[config.mk]
export PLATFORM = sky130hd
export DESIGN_NAME = jk_bank_writer
export DESIGN_NICKNAME = d
export VERILOG_FILES = /design/src/rtl/jk_bank_writer.sv
export SDC_FILE = /design/constraint.sdc
export NUM_CORES = 1
export LEC_CHECK = 0
export CORE_MARGIN = 2
export CORE_UTILIZATION = 35
export DETAILED_ROUTE_END_ITERATION = 8
export PLACE_DENSITY = 0.57
export RECOVER_POWER = 50
export SLEW_MARGIN = 20
export SYNTH_ARGS = -nofsm -noshare
export SYNTH_HDL_FRONTEND = slang
export SYNTH_SLANG_ARGS = --single-unit
[constraint.sdc]
create_clock -name clk -period 1.9 [get_ports clk]
set_clock_uncertainty 0.1 [all_clocks]
set_input_delay 0.38 -clock clk [delete_from_list [all_inputs] [get_ports clk]]
set_output_delay 0.38 -clock clk [all_outputs]
set_load 0.02 [all_outputs]
[src/rtl/jk_bank_writer.sv]
`default_nettype none
// ============================================================================
// Module   : jk_bank_writer
// Purpose  : Write-side driver for a W-bit register bank built from JK flops.
//            Accepts plain target words over valid/ready and converts each one
//            into per-bit J/K excitation. It then reads the bank back,
//            re-drives on mismatch and reports persistent failures.
// Ports    : clk, rst       - clock, synchronous active-high reset
//            in_valid/in_data/in_ready - target word handshake
//            jk_j/jk_k      - J and K inputs of the bank
//            jk_strobe      - bank clock enable (bank updates at end of cycle)
//            q_fb           - bank Q readback
//            done/err       - one-cycle completion / abandonment pulses
//            err_count      - saturating count of err pulses
// Revision : 1.0 - initial release
// ============================================================================
module jk_bank_writer #(
  parameter int W          = 8,
  parameter int USE_TOGGLE = 0,
  parameter int FB_LAT     = 1,
  parameter int MAX_RETRY  = 2
) (
  input  logic         clk,
  input  logic         rst,
  input  logic         in_valid,
  input  logic [W-1:0] in_data,
  output logic         in_ready,
  output logic [W-1:0] jk_j,
  output logic [W-1:0] jk_k,
  output logic         jk_strobe,
  input  logic [W-1:0] q_fb,
  output logic         done,
  output logic         err,
  output logic [7:0]   err_count
);

  localparam logic [2:0] WAIT_LAST = 3'(FB_LAT - 1);
  localparam logic [2:0] RETRY_MAX = 3'(MAX_RETRY);

  typedef enum logic [1:0] {
    S_IDLE  = 2'd0,
    S_DRIVE = 2'd1,
    S_WAIT  = 2'd2,
    S_CHECK = 2'd3
  } state_t;

  state_t       state_q;
  logic [W-1:0] shadow_q;
  logic [W-1:0] target_q;
  logic [2:0]   retry_q;
  logic [2:0]   wait_q;
  logic         in_ready_q;
  logic [W-1:0] jk_j_q;
  logic [W-1:0] jk_k_q;
  logic         jk_strobe_q;
  logic         done_q;
  logic         err_q;
  logic [7:0]   err_count_q;

  // Excitation for the next DRIVE cycle. From IDLE the bank is believed to
  // hold shadow_q and the goal is in_data; from CHECK (retry) the readback
  // just sampled is the freshest belief, so it replaces shadow_q directly.
  logic [W-1:0] exc_cur_d;
  logic [W-1:0] exc_tgt_d;
  logic [W-1:0] exc_diff_d;
  logic [W-1:0] exc_j_d;
  logic [W-1:0] exc_k_d;

  always_comb begin
    exc_cur_d  = shadow_q;
    exc_tgt_d  = in_data;
    if (state_q == S_CHECK) begin
      exc_cur_d = q_fb;
      exc_tgt_d = target_q;
    end
    exc_diff_d = exc_cur_d ^ exc_tgt_d;
    if (USE_TOGGLE != 0) begin
      exc_j_d = exc_diff_d;
      exc_k_d = exc_diff_d;
    end else begin
      exc_j_d = exc_diff_d & exc_tgt_d;
      exc_k_d = exc_diff_d & ~exc_tgt_d;
    end
  end

  always_ff @(posedge clk) begin
    if (rst) begin
      state_q     <= S_IDLE;
      shadow_q    <= '0;
      target_q    <= '0;
      retry_q     <= '0;
      wait_q      <= '0;
      in_ready_q  <= 1'b1;
      jk_j_q      <= '0;
      jk_k_q      <= '0;
      jk_strobe_q <= 1'b0;
      done_q      <= 1'b0;
      err_q       <= 1'b0;
      err_count_q <= '0;
    end else begin
      // Pulses and bank drive are one-cycle by default.
      done_q      <= 1'b0;
      err_q       <= 1'b0;
      jk_j_q      <= '0;
      jk_k_q      <= '0;
      jk_strobe_q <= 1'b0;

      case (state_q)
        S_IDLE: begin
          if (in_valid && in_ready_q) begin
            target_q <= in_data;
            retry_q  <= '0;
            if (in_data == shadow_q) begin
              // Bank already holds the word: complete without a strobe.
              done_q <= 1'b1;
            end else begin
              state_q     <= S_DRIVE;
              in_ready_q  <= 1'b0;
              jk_j_q      <= exc_j_d;
              jk_k_q      <= exc_k_d;
              jk_strobe_q <= 1'b1;
            end
          end
        end

        S_DRIVE: begin
          wait_q  <= '0;
          state_q <= S_WAIT;
        end

        S_WAIT: begin
          if (wait_q == WAIT_LAST) begin
            state_q <= S_CHECK;
          end else begin
            wait_q <= wait_q + 3'd1;
          end
        end

        S_CHECK: begin
          shadow_q <= q_fb;
          if (q_fb == target_q) begin
            done_q     <= 1'b1;
            in_ready_q <= 1'b1;
            state_q    <= S_IDLE;
          end else if (retry_q < RETRY_MAX) begin
            retry_q     <= retry_q + 3'd1;
            jk_j_q      <= exc_j_d;
            jk_k_q      <= exc_k_d;
            jk_strobe_q <= 1'b1;
            state_q     <= S_DRIVE;
          end else begin
            err_q      <= 1'b1;
            in_ready_q <= 1'b1;
            state_q    <= S_IDLE;
            if (err_count_q != 8'hFF) begin
              err_count_q <= err_count_q + 8'd1;
            end
          end
        end

        default: begin
          state_q    <= S_IDLE;
          in_ready_q <= 1'b1;
        end
      endcase
    end
  end

  assign in_ready  = in_ready_q;
  assign jk_j      = jk_j_q;
  assign jk_k      = jk_k_q;
  assign jk_strobe = jk_strobe_q;
  assign done      = done_q;
  assign err       = err_q;
  assign err_count = err_count_q;

endmodule
`default_nettype wire

# Word level (Yosys, flattened, before mapping)
# Cells that the tools add are included.
# word_totals
wordCells	87
memories	0
inputBits	19
register_bits	52
mem_bits_ro	0
ramBits	0
latchBits	0
out_inout_bits	28
# op_classes
magnitude_cmp	1
reduce_logical	12
mul	0
addsub	3
n_eq_ne	13
div	0
shift	0
n_mux	39
bitwise_logic	7
# op_table
operator	count
8-bit two-way mux	10
8-bit case mux with 2 select lines	2
8-bit AND	2
8-bit == test	2
1-bit two-way mux	14
3-bit two-way mux	4
3-bit case mux with 2 select lines	2
4-bit AND reduction	3
2-bit inequality test (second input constant)	5
8-bit by 1-bit adder with 8-bit output (second input constant)	1
8-bit inequality test (second input constant)	1
8-bit NOT	1
2-bit case mux with 4 select lines	1
8-bit XOR	1
3-bit by 1-bit adder with 3-bit output (second input constant)	2
2-bit two-way mux	3
1-bit case mux with 2 select lines	3
2-bit == test (second input constant)	2
2-bit AND reduction	2
2-bit nonzero test	2
3-bit zero test	1
3-bit by 2-bit < comparator with 1-bit output (second input constant)	1
3-bit inequality test (second input constant)	1
1-bit NOT	3
6 further kinds	6

# Depth between registers and ports, before layout
# Gate-level depths: netlist (run 1).
# logic_depth
ltp_word	7
ltp_mapped	8
mapped_depth_nobuf	7

# Worst setup path before layout (run 1)
# OpenSTA, ideal clock, no wires.
# synth_timing
kind	reg2reg
startpoint	reg err_count_q[0] (netlist: err_count[0])
endpoint	reg err_count_q[5] (netlist: err_count[5])
setup_time_ps	121
stages_incl_launch_ff	8
t_arrival_ps	1675
t_required_ps	1679
setup_slack_ps	4
period_less_slack_ps	1896
path_cell_list	dfxtp_1 -> ha_1 -> nand3_1 -> nor3_1 -> and2_1 -> buf_2 -> nor4_1 -> mux2_2
# synth_via
elab_chain_cells	2
word_cells_on_any_way	3
cone_classes	add/sub: 1; eq/ne: 1; reduce/logical: 1
# synth_lines
item	line_no	source
start, declared	58	logic [7:0] err_count_q;
start signal, assigned	156	err_count_q <= err_count_q + 8'd1;
parallel branches: the longest is 2 deep, another holds 8-bit by 1-bit adder with 8-bit output	--	
# Several ways; the timed one is not identified.
# A chain may end at the register's enable or synchronous reset.

# Worst setup path in the final report (run 1)
# layout_timing
startpoint	reg err_count_q[3] (netlist: err_count[3])
endpoint	out err_count[3]
# layout_rtl
item	line_no	source
end, declared	34	output logic [7:0] err_count
# No word-level cell between the ends.

==> results summary, run 1 <==
The growth of design area from synthesis to finish came out at 39.0%. The count of antenna-violating nets left after detailed routing is 0. The clock tree from TritonCTS is done.

The number of detailed-routing iterations run before antenna repair came out at 5. Among all flip-flop cells after synthesis, the most frequent one is sky130_fd_sc_hd__dfxtp_1. IR analysis of the VDD net gives a maximum drop of 490 uV. The element type at the critical path start is a flip-flop.

Following the worst setup path forward leads to its endpoint at err_count[3]. Counting both buffers and inverters, the worst setup path holds a total of 1. In this run the worst path has a maximum fanout of 6. The first-pass GRT wire length is 9.33 mm. The switching power summed over all nets came out at 987 uW. The number of different library cells used by synthesis comes to 42. The vertical extent of the die came out at 87.9 um.

With fillers left out, the area of the finished cells amounts to 3420 sq um. The number of clock buffers added by TritonCTS is 5. The worst max-slew margin expressed relative to the limit is 54.2%. The number of cells on the critical path is 1. The overall overflow remaining after global route came out at 0.

The most critical setup path has its startpoint at err_count[3]$_SDFFE_PP0P_. The max-slew violation count is 0. The congestion estimate from routability-driven global placement came to 0.771.

The die covers 7730 sq um. Combinational cells account for 32.0% of the total power. The floorplan step defined a core boundary enclosing 6790 sq um. The total leakage power is 0.00139 uW. The switching power share of the total came out at 30.9%. The global-route total usage across every layer came out at 15.2%. The setup slack on the worst flop-to-flop path is 0.08 ns. The largest individual stage delay along the critical path comes from the cell sky130_fd_sc_hd__clkdlybuf4s50_1. Adding up every negative setup slack in the final design gives 0 ns.

The endpoint of the worst register-to-register path is jk_j[7]$_SDFF_PP0_. Averaged over all synthesized cells, the footprint is 8.50 sq um. The largest single stage delay on the critical path is 0.64 ns. The number of synthesis warnings is 0.

The data arrival time of the critical path came out at 1.37 ns. The worst register-to-register path begins at target_q[4]$_SDFFE_PP0P_. Entering global routing, the biggest net connects 26 pins. The number of antenna violations at the first check in global routing was 0.

In the synthesized netlist, the number of instances is 290. The placed standard-cell area is 3210 sq um. The via count of the first global-routing pass came out at 2035. Summed over all nets, the half-perimeter wirelength after detailed placement is 4.02 mm. The number of flops mapped to enable cells by yosys came out at 0. Clock tree synthesis found a total of 52 sinks. The number of max-cap violations is 0. At the worst endpoint, the required time is 1.42 ns. The post-placement setup slack is -0.456 ns. The final net count is 390. The critical path goes through clkdlybuf4s50_1.

The clock period could shrink to 1.85 ns. The clock tree buffer depth came out at 2. The clock network fraction of design power came out at 27.6%. The die width is 87.9 um. At the later pin of the worst-skew pair, clock insertion delay measures 0.30 ns.

The flow ran to the end, and the final reports show no timing, DRC or antenna violations. In this run the count of I/O pins placed on the die edge is 47. The combined area of all synthesized cells came out at 2460 sq um. The number of antenna diodes in the final layout is 0. After synthesis the netlist holds a flip-flop and latch count of 52.

The worst-case setup margin in the final layout is 0.0535 ns. The final worst-path cycle share came out at 97.2%. The routed wire length per instance came out at 12.3 um. For this configuration, the core starts out at a cell density of 36.3%. The fraction of layout cells with a size suffix above 1 is 14.6%. The violation count after the first detailed-routing iteration is 89. Sequential cells account for 40.4% of the total power. The internal power of the cells totals 2210 uW.

The hold violation total from the final report came out at 0. The fraction of the yosys area taken by sequential cells came out at 42.3%. The cell row count is 30. The depth of the CTS H-tree is 2. The final setup violation count is 0. The depth of the worst register-to-register path came out at 8.

The overall routed net length is 5.63 mm. STA classifies the critical path endpoint as an output pin. The clock root buffer master is sky130_fd_sc_hd__clkbuf_8. The port buffer count is 46. The quantity of hold-fixing buffers added after cts came out at 0. The net count of the mapped netlist came out at 317. The DRC violation count after routing came out at 0. Dividing the detail-routed via count by the number of cells gives 4.76.

The clock transition time at the flip-flop clock pins of the worst setup and hold paths came out at 0.09 ns. The power per standard cell area is 932 nW/um^2. In the synthesized netlist the async set-or-reset flop fraction comes to 0%.

The fmax is 542 MHz. The total via count after detailed routing came out at 2184. The path class of the tightest hold or removal check is flip-flop to flip-flop. At the pin with the least slew margin, the transition time is 0.688 ns.

The kind of cell with the highest combined delay along the critical path is buffers and inverters. The start-to-end type of the worst setup path is flip-flop to output pin.
worst min-delay path by stage:
stage / startpoint / to / slack, ns / cells after the start
floorplan: target_q[0]$_SDFFE_PP0P_ / target_q[0]$_SDFFE_PP0P_ / 0.37 / 2
detailed placement: target_q[1]$_SDFFE_PP0P_ / target_q[1]$_SDFFE_PP0P_ / 0.40 / 2
CTS: target_q[1]$_SDFFE_PP0P_ / target_q[1]$_SDFFE_PP0P_ / 0.41 / 2
global route: in_data[3] / target_q[3]$_SDFFE_PP0P_ / 0.40 / 4
finish: target_q[5]$_SDFFE_PP0P_ / target_q[5]$_SDFFE_PP0P_ / 0.39 / 2
global placement: target_q[3]$_SDFFE_PP0P_ / target_q[3]$_SDFFE_PP0P_ / 0.38 / 2
Yosys cell counts, types with 3 or more instances:
cell type | n | area share [%]
sky130_fd_sc_hd__o31ai_1 | 4 | 1.2
sky130_fd_sc_hd__nor3b_1 | 8 | 2.4
sky130_fd_sc_hd__mux2i_1 | 11 | 4.5
sky130_fd_sc_hd__or3_1 | 6 | 1.5
sky130_fd_sc_hd__a31oi_1 | 10 | 2.5
sky130_fd_sc_hd__inv_1 | 23 | 3.5
sky130_fd_sc_hd__clkbuf_1 | 8 | 1.2
sky130_fd_sc_hd__o21ai_0 | 5 | 1.0
sky130_fd_sc_hd__xor2_1 | 8 | 2.8
sky130_fd_sc_hd__a21oi_1 | 27 | 5.5
sky130_fd_sc_hd__nand3b_1 | 10 | 3.0
sky130_fd_sc_hd__xnor2_1 | 8 | 2.8
sky130_fd_sc_hd__ha_1 | 8 | 4.1
sky130_fd_sc_hd__nor2_1 | 30 | 4.6
sky130_fd_sc_hd__nor3_1 | 5 | 1.0
sky130_fd_sc_hd__nand2_1 | 24 | 3.7
sky130_fd_sc_hd__nand3_1 | 9 | 1.8
sky130_fd_sc_hd__dfxtp_1 | 52 | 42
sky130_fd_sc_hd__or4_1 | 3 | 0.91
sky130_fd_sc_hd__nor4_1 | 3 | 0.76
routing by layer:
layer  part of all wire (%)  GRT usage [%]  vias to the layer above
li1                       -              -                     1144
met1                     48           19.9                      994
met2                     47           25.7                       40
met3                    4.0           2.83                        6
met4                    1.1           3.78                        0
met5                      0              0                        -
sequential cells by signal (all words and copies together) (netlist names), 2 cells and up:
| signal | cells |
|---|---|
| shadow_q | 8 |
| state_q | 2 |
| target_q | 8 |
| wait_q | 3 |
| retry_q | 3 |
| jk_k | 8 |
| jk_j | 8 |
| err_count | 8 |
what timing repair did:
action,4_1_cts,5_1_grt
setup buffers,1,3
pin swaps,10,5
cloned,0,1
setup endpoints to repair,30,30
gates resized for setup,16,18
kinds of logic after synthesis:
logic type      share of synthesized area, %
simple gates                            22.2
mux                                     4.93
xor+xnor                                5.69
compound gates                          14.7
buf+inv                                 6.15
fa+ha+maj                               4.06
flops                                   42.3
placed cells by master, fill, tap and decap left out, drive strengths merged, types with 9 or more instances in the layout:
cell            n
nand3b         10
dfxtp          52
dlygate4sd3    15
a21oi          27
clkdlybuf4s50  14
nand3           9
nand2          24
inv            23
buf            28
nor2           30
mux2i          11
a31oi          10
clkbuf         11
dlygate4sd2    11
worst min-delay path, delay by kind of cell, from the launching register on:
family	cells	cell delay, ns
flip-flops	1	0.35
AND/OR/NAND/NOR	1	0.05
AO/OA/AOI/OAI	1	0.05
layout make-up:
type / count / area (sq um)
clock buffers: 5 / 68.8
clock inverters: 2 / 60.1
fillers: 665 / 3370
inverters: 23 / 86.3
multi-input cells: 202 / 1320
flip-flops and latches: 52 / 1050
well taps: 96 / 120
repair buffers: 79 / 727
power by group through the flow:
| stage | combinational, uW | sequential, uW | clock [uW] |
|---|---|---|---|
| finish | 1020 | 1290 | 882 |
| global route | 1130 | 1300 | 945 |
| CTS | 994 | 1280 | 908 |
| detailed placement | 969 | 1310 | 0 |
| global placement | 964 | 1310 | 0 |
| floorplan | 549 | 1350 | 0 |
through the flow:
stage	cells	utilization (%)	hold slack [ns]	power, uW
detailed placement	447	47.3	0.395	2280
global placement	447	47.3	0.383	2270
finish	459	50.4	0.390	3190
global route	459	50.4	0.400	3380
CTS	455	49.6	0.410	3190
floorplan	290	-	0.369	1900
Note: power is estimated with default switching activity, not from simulation.
==> run 2: changes to the inputs <==
==> constraint.sdc (replaced) <==
create_clock -name clk -period 1.68 [get_ports clk]
set_clock_uncertainty 0.1 [all_clocks]
set_input_delay 0.336 -clock clk [delete_from_list [all_inputs] [get_ports clk]]
set_output_delay 0.336 -clock clk [all_outputs]
set_load 0.02 [all_outputs]
==> results summary, run 2 (synthesized netlist as in run 1, its figures left out) <==
The worst hold path begins at in_data[0]. The source of the critical timing path is target_q[4]$_SDFFE_PP0P_. The checks that failed: setup timing. In this run the clock root is driven by a sky130_fd_sc_hd__clkbuf_8. Data arrives at the worst endpoint at 1.86 ns. The fmax came out at 566 MHz. The total leakage power is 0.00155 uW.

The final worst-path cycle share came out at 105%. Dividing total power by cell area gives a power density of 989 nW/um^2. The non-filler instance count after layout came out at 493. The overall overflow remaining after global route came out at 0.

The die is 87.9 um wide. The maximum number of pins on one net before global-route repair came out at 23. The most critical setup path has its endpoint at state_q[0]$_SDFFE_PP0P_. The number of detailed-routing iterations run before antenna repair came out at 4. The sum of negative setup slack came out at -1.65 ns. The post-placement setup slack is -0.688 ns. The endpoint of the worst register-to-register path is state_q[0]$_SDFFE_PP0P_. For the pin with the worst max-slew slack, the measured transition is 0.362 ns. The post-placement cell count came out at 479.

Hold repair after CTS inserted 0 buffers. The routed wire length per instance came out at 12.6 um. The largest single stage delay on the critical path is 0.34 ns.

At the end of the flow, the number of nets in the layout was 424. The first-pass GRT wire length came out at 9.82 mm. The max-slew violation count is 0.

The depth of the worst register-to-register path is 5. CTS saw 52 sinks. The later-pin clock latency in the skew report came out at 0.30 ns.

The via count of the first global-routing pass is 2128. The met1 track demand over resource is 21.3%. The critical path contains buffers and inverters numbering 0 combined. The count of pins on the block boundary came out at 47. In this run the tightest slew margin relative to its limit is 75.6%. The beginning of the worst register-to-register path is target_q[4]$_SDFFE_PP0P_. The count of cells along the worst hold path is 3. The overall routed net length came out at 6.20 mm.

The global routing usage on met2 came out at 27.0%. The count of antenna-violating nets left after detailed routing is 0. The largest voltage drop on the vdd net is 380 uV. The violation count after the first detailed-routing iteration came out at 48. The final critical delay including setup and external delays came out at 1.77 ns. The number of cells on the critical path is 5. The clock tree buffer depth is 2.

STA classifies the critical path endpoint as a flip-flop. The met3 layer usage reported by global route is 2.26%. Across every metal layer, demand over resource in global routing totals 16.0%. Buffers inserted during clock tree synthesis total 5.

The clock tree from TritonCTS is done. The vertical extent of the die is 87.9 um. The class of the tightest hold or removal check is input port to flip-flop.

The cell row count is 30. The clock tree synthesis step divided the H-tree into 2 levels. STA puts the critical path data required time at 1.77 ns. The worst setup path is launched from a flip-flop. In the layout the commonest cells are sky130_fd_sc_hd__buf_4 (58), sky130_fd_sc_hd__dfxtp_1 (38), sky130_fd_sc_hd__nor2_1 (26), sky130_fd_sc_hd__dlygate4sd2_1 (25), sky130_fd_sc_hd__nand2_1 (24).

The flow ran to the end, but the final reports show violations. The busiest layer in global routing is met2. The largest driver fanout on the critical path came out at 4. The library cell used most frequently in the layout, excluding fill and tap cells, is sky130_fd_sc_hd__buf_4. The clock transition time at the flip-flop clock pins of the worst setup and hold paths is 0.09 ns.

The tool flagged a number of max-cap violations equal to 0. After detailed routing, the number of remaining DRC violations is 0. Walking the worst path, the cells encountered are xnor2_2 -> nand4_1 -> o211a_1 -> or3_1 -> a32o_1.

The critical path is of the flip-flop to flip-flop type. The setup slack on the worst flop-to-flop path is -0.09 ns. The kind of cell adding the most delay to the critical path is compound AO/OA/AOI/OAI gates. The hold violation total from the final report came out at 0. The initial core utilization came out at 36.3%.

The growth of design area from synthesis to finish is 53.3%. The final setup violation count came out at 26. The placer congestion estimate is 0.806. The core region area came out at 6790 sq um. The worst-case setup margin in the final layout is -0.0881 ns. Of the cells placed in the final design, the portion with a size suffix greater than 1 is 32.0%. The vias per cell is 4.71. On the critical path, the stage with the largest delay is an instance of sky130_fd_sc_hd__dfxtp_2.

The total via count after detailed routing came out at 2324. The count of antenna diodes in the layout is 0. The die covers 7730 sq um. Setup repair after global routing could not meet its margin everywhere.

During placement, the flow inserted port buffers numbering 46. The number of antenna violations at the first check in global routing is 0. Summed over all nets, the half-perimeter wirelength after detailed placement is 4.38 mm.
[run 2: cell count changes in the layout (fill, tap and decap cells not counted), sizes merged]
cell,delta
clkdlybuf4s15,+1
dlymetal6s2s,-5
buf,+39
dlygate4sd2,+14
dlygate4sd3,-15
clkbuf,+6
clkdlybuf4s50,-5
bufinv,-1
[run 2: what timing repair did]
action / in CTS / in global routing
setup buffers: 3 / 4
endpoints found under the setup margin: 43 / 50
pin swaps: 15 / 17
resized for setup: 37 / 49
gates cloned: 0 / 0
[run 2: final cells by class]
type                            instances  area, sq um
Tap cell                               96          120
Clock inverter                          1         30.0
Inverter                               23         86.3
Timing Repair Buffer                  113          906
Sequential cell                        52         1070
Multi-Input combinational cell        202         1480
Clock buffer                            6         93.8
Fill cell                             640         3020
[run 2: metal layers]
metal  routed length (um)  up-vias
met1                 2980     1065
li1                     -     1214
met3                  217        5
met4                   59        0
met2                 2940       40
met5                    0        -
[run 2: worst min path at each step]
stage                                            to  slack [ns]
after floorplan            target_q[2]$_SDFFE_PP0P_        0.35
after global placement    err_count[7]$_SDFFE_PP0P_        0.40
after detailed placement    retry_q[0]$_SDFFE_PP0P_        0.40
after CTS                  target_q[0]$_SDFFE_PP0P_        0.37
after global routing       target_q[0]$_SDFFE_PP0P_        0.41
final                      target_q[0]$_SDFFE_PP0P_        0.39
[run 2: tightest hold or removal path: stages]
cell and delay, ns:
sky130_fd_sc_hd__dlygate4sd2_1 0.29, sky130_fd_sc_hd__nand2_1 0.08, sky130_fd_sc_hd__a21oi_1 0.05
[run 2: through the flow]
stage          util [%]  hold slack [ns]  area [sq um]  total power (uW)
5_1_grt            55.6            0.411          3780              3970
2_1_floorplan         -            0.355          2550              2180
6_report           55.6            0.387          3780              3740
4_1_cts            54.3            0.371          3690              3750
3_5_place_dp       51.9            0.404          3520              2760
3_3_place_gp       51.9            0.403          3520              2750
[run 2: power breakdown]
group          switching, uW  leakage, uW  internal, uW
registers               81.8     0.000428          1360
clock network            399    0.0000624           527
logic                    701      0.00106           668
==> run 3: changes to the inputs <==
--- a/config.mk
+++ b/config.mk
@@ -5,6 +5,7 @@
 export SDC_FILE = /design/constraint.sdc
 export NUM_CORES = 1
 export LEC_CHECK = 0
+export CORE_ASPECT_RATIO = 1.4
 export CORE_MARGIN = 2
 export CORE_UTILIZATION = 35
 export DETAILED_ROUTE_END_ITERATION = 8
==> results summary, run 3 (synthesized netlist as in run 1, its figures left out) <==
The die width is 74.9 um. The clock buffer count from CTS came out at 5. The final layout contains 433 nets. TritonCTS built the clock tree.

The depth of the worst register-to-register path is 6. Hold repair after CTS inserted 0 buffers. The first-pass GRT wire length came out at 10.9 mm. Including well taps, the total number of placed cells is 477. The largest voltage drop on the vdd net is 791 uV.

The required time reported for the critical path endpoint is 1.78 ns. The area growth from synthesis to layout is 60.3%. The total via count after detailed routing is 2441. The sequential cell area came out at 1070 sq um. The source of the critical timing path is shadow_q[6]$_SDFF_PP0_. The final setup violation count is 19. The slew at the pin with the worst max-slew slack is 0.353 ns. In the layout the commonest cells are sky130_fd_sc_hd__buf_4 (58), sky130_fd_sc_hd__dfxtp_1 (35), sky130_fd_sc_hd__dlygate4sd2_1 (25), sky130_fd_sc_hd__nand2_1 (24), sky130_fd_sc_hd__nor2_1 (23). The count of antenna diodes in the layout is 0.

The fmax came out at 561 MHz. The endpoint of the worst register-to-register path is state_q[0]$_SDFFE_PP0P_. The hold violation total from the final report was 0.

The die area came out at 7740 sq um. The via count of the first global-routing pass was 2472. The worst max-slew margin expressed relative to the limit is 76.5%. The worst path in the final design needs a cycle of 1.78 ns, including I/O delays and setup. In this run the worst hold path is classified as input port to flip-flop. The count of cells in the finished layout, fillers not included, comes to 501.

The number of detailed-routing iterations run before antenna repair is 4. The checks that failed: setup timing. The vertical extent of the die is 103 um. Walking the worst path, the cells encountered are xor2_2 -> nor4_4 -> buf_4 -> a21o_1 -> a21oi_2 -> a32o_1. The depth of the CTS H-tree came out at 2.

In this run the critical register-to-register path is launched from shadow_q[6]$_SDFF_PP0_. The fraction of layout cells with a size suffix above 1 is 39.2%. The most critical setup path has its endpoint at state_q[0]$_SDFFE_PP0P_. The worst-case setup margin in the final layout is -0.103 ns. The later-pin clock latency in the skew report is 0.31 ns. The largest single stage delay on the critical path is 0.38 ns.

The routed wire length per instance came out at 13.4 um. The start-to-end type of the worst setup path is flip-flop to flip-flop. The largest driver fanout on the critical path came out at 4. The multi-input gate area in the final layout is 1610 sq um. The setup slack on the worst flop-to-flop path came out at -0.10 ns. Setup repair after global routing could not meet its margin everywhere. The element type at the critical path start is a flip-flop. The max-slew violation count came out at 0. The initial core utilization is 35.7%. The count of antenna-violating nets left after detailed routing is 0. The clock tree buffer depth is 2. The overall routed net length is 6.71 mm. The total overflow left after global routing is 0. The HPWL after detailed placement came out at 4.49 mm. The final worst-path cycle share is 106%. 47 I/O pins were placed. The tree is rooted in a sky130_fd_sc_hd__clkbuf_8. For this design the static power due to leakage is 0.00158 uW. After floorplanning, the core was sized to cover 6890 sq um. Counting the fill cells in the layout gives 657. The slowest stage of the critical path belongs to the cell sky130_fd_sc_hd__nor4_4. The port buffer count is 46. The tool flagged a number of max-cap violations equal to 0. The placer congestion estimate came out at 0.766.

The number of sinks driven by the clock tree came out at 52. The maximum number of pins on one net before global-route repair is 22. The global-route total usage across every layer came out at 18.0%.

The total power is 3860 uW. Clock-pin slew was measured on the worst setup and hold paths at 0.10 ns. The DRC violation count after routing came out at 0.

The run finished, with violations left. The vias per cell came out at 4.87. Leaving out fill and tap cells, the most frequent cell in the layout is sky130_fd_sc_hd__buf_4.

The cell row count is 36. The power per standard cell area is 976 nW/um^2. The data arrival time of the critical path is 1.88 ns. The violation count after the first detailed-routing iteration came out at 58. The kind of end point of the critical path is a flip-flop. The number of antenna violations at the first check in global routing is 0.
-- run 3: worst max-delay path, delay by kind of cell, from the launching register on --
family | cells | cell delay, ns
compound gates | 3 | 0.46
xor+xnor | 1 | 0.19
buf+inv | 1 | 0.18
flops | 1 | 0.37
simple gates | 1 | 0.38
-- run 3: final cells by class --
class	count	area share [%]
flip-flops and latches	52	27.1
multi-input cells	202	40.7
clock buffers	5	1.74
well taps	95	3.01
inverters	23	2.25
clock inverters	2	0.317
repair buffers	122	24.9
-- run 3: per-stage QoR --
| stage | setup slack (ns) | hold slack [ns] | TNS [ns] | utilization, % | area (sq um) |
|---|---|---|---|---|---|
| 2_1_floorplan | -0.0549 | 0.355 | -0.0871 | - | 2550 |
| 3_3_place_gp | -0.653 | 0.402 | -17.92 | 51.4 | 3540 |
| 3_5_place_dp | -0.683 | 0.416 | -18.67 | 51.4 | 3540 |
| 4_1_cts | -0.0942 | 0.400 | -1.49 | 56.5 | 3900 |
| 5_1_grt | -0.170 | 0.444 | -3.48 | 57.3 | 3950 |
| 6_report | -0.103 | 0.401 | -0.985 | 57.3 | 3950 |
-- run 3: per-layer routing --
layer  wire [um]  GRT usage (%)  vias up
met1        2810           21.0     1152
met4         180           7.83        0
li1            -              -     1225
met2        3470           31.9       51
met3         243           2.81       13
met5           0              0        -
-- run 3: worst min path at each step --
stage                                   startpoint                  endpoint  slack (ns)  cells past startpoint
after detailed placement   retry_q[0]$_SDFFE_PP0P_   retry_q[0]$_SDFFE_PP0P_        0.42                      2
final                                      q_fb[4]    shadow_q[4]$_SDFF_PP0_        0.40                      3
after floorplan           target_q[2]$_SDFFE_PP0P_  target_q[2]$_SDFFE_PP0P_        0.35                      2
after CTS                                  q_fb[4]    shadow_q[4]$_SDFF_PP0_        0.40                      3
after global placement     retry_q[0]$_SDFFE_PP0P_   retry_q[0]$_SDFFE_PP0P_        0.40                      2
after global routing                       q_fb[4]    shadow_q[4]$_SDFF_PP0_        0.44                      3
-- run 3: power breakdown --
group | total [uW] | switching [uW] | internal (uW)
sequential | 1450 | 88.2 | 1360
combinational | 1700 | 853 | 848
clock | 702 | 418 | 284
total | 3860 | 1360 | 2500
-- run 3: repair_timing --
item | CTS | global route
setup buffers | 12 | 4
endpoints found under the setup margin | 50 | 50
pin swaps | 30 | 25
gates cloned | 2 | 0
resized for setup | 66 | 62
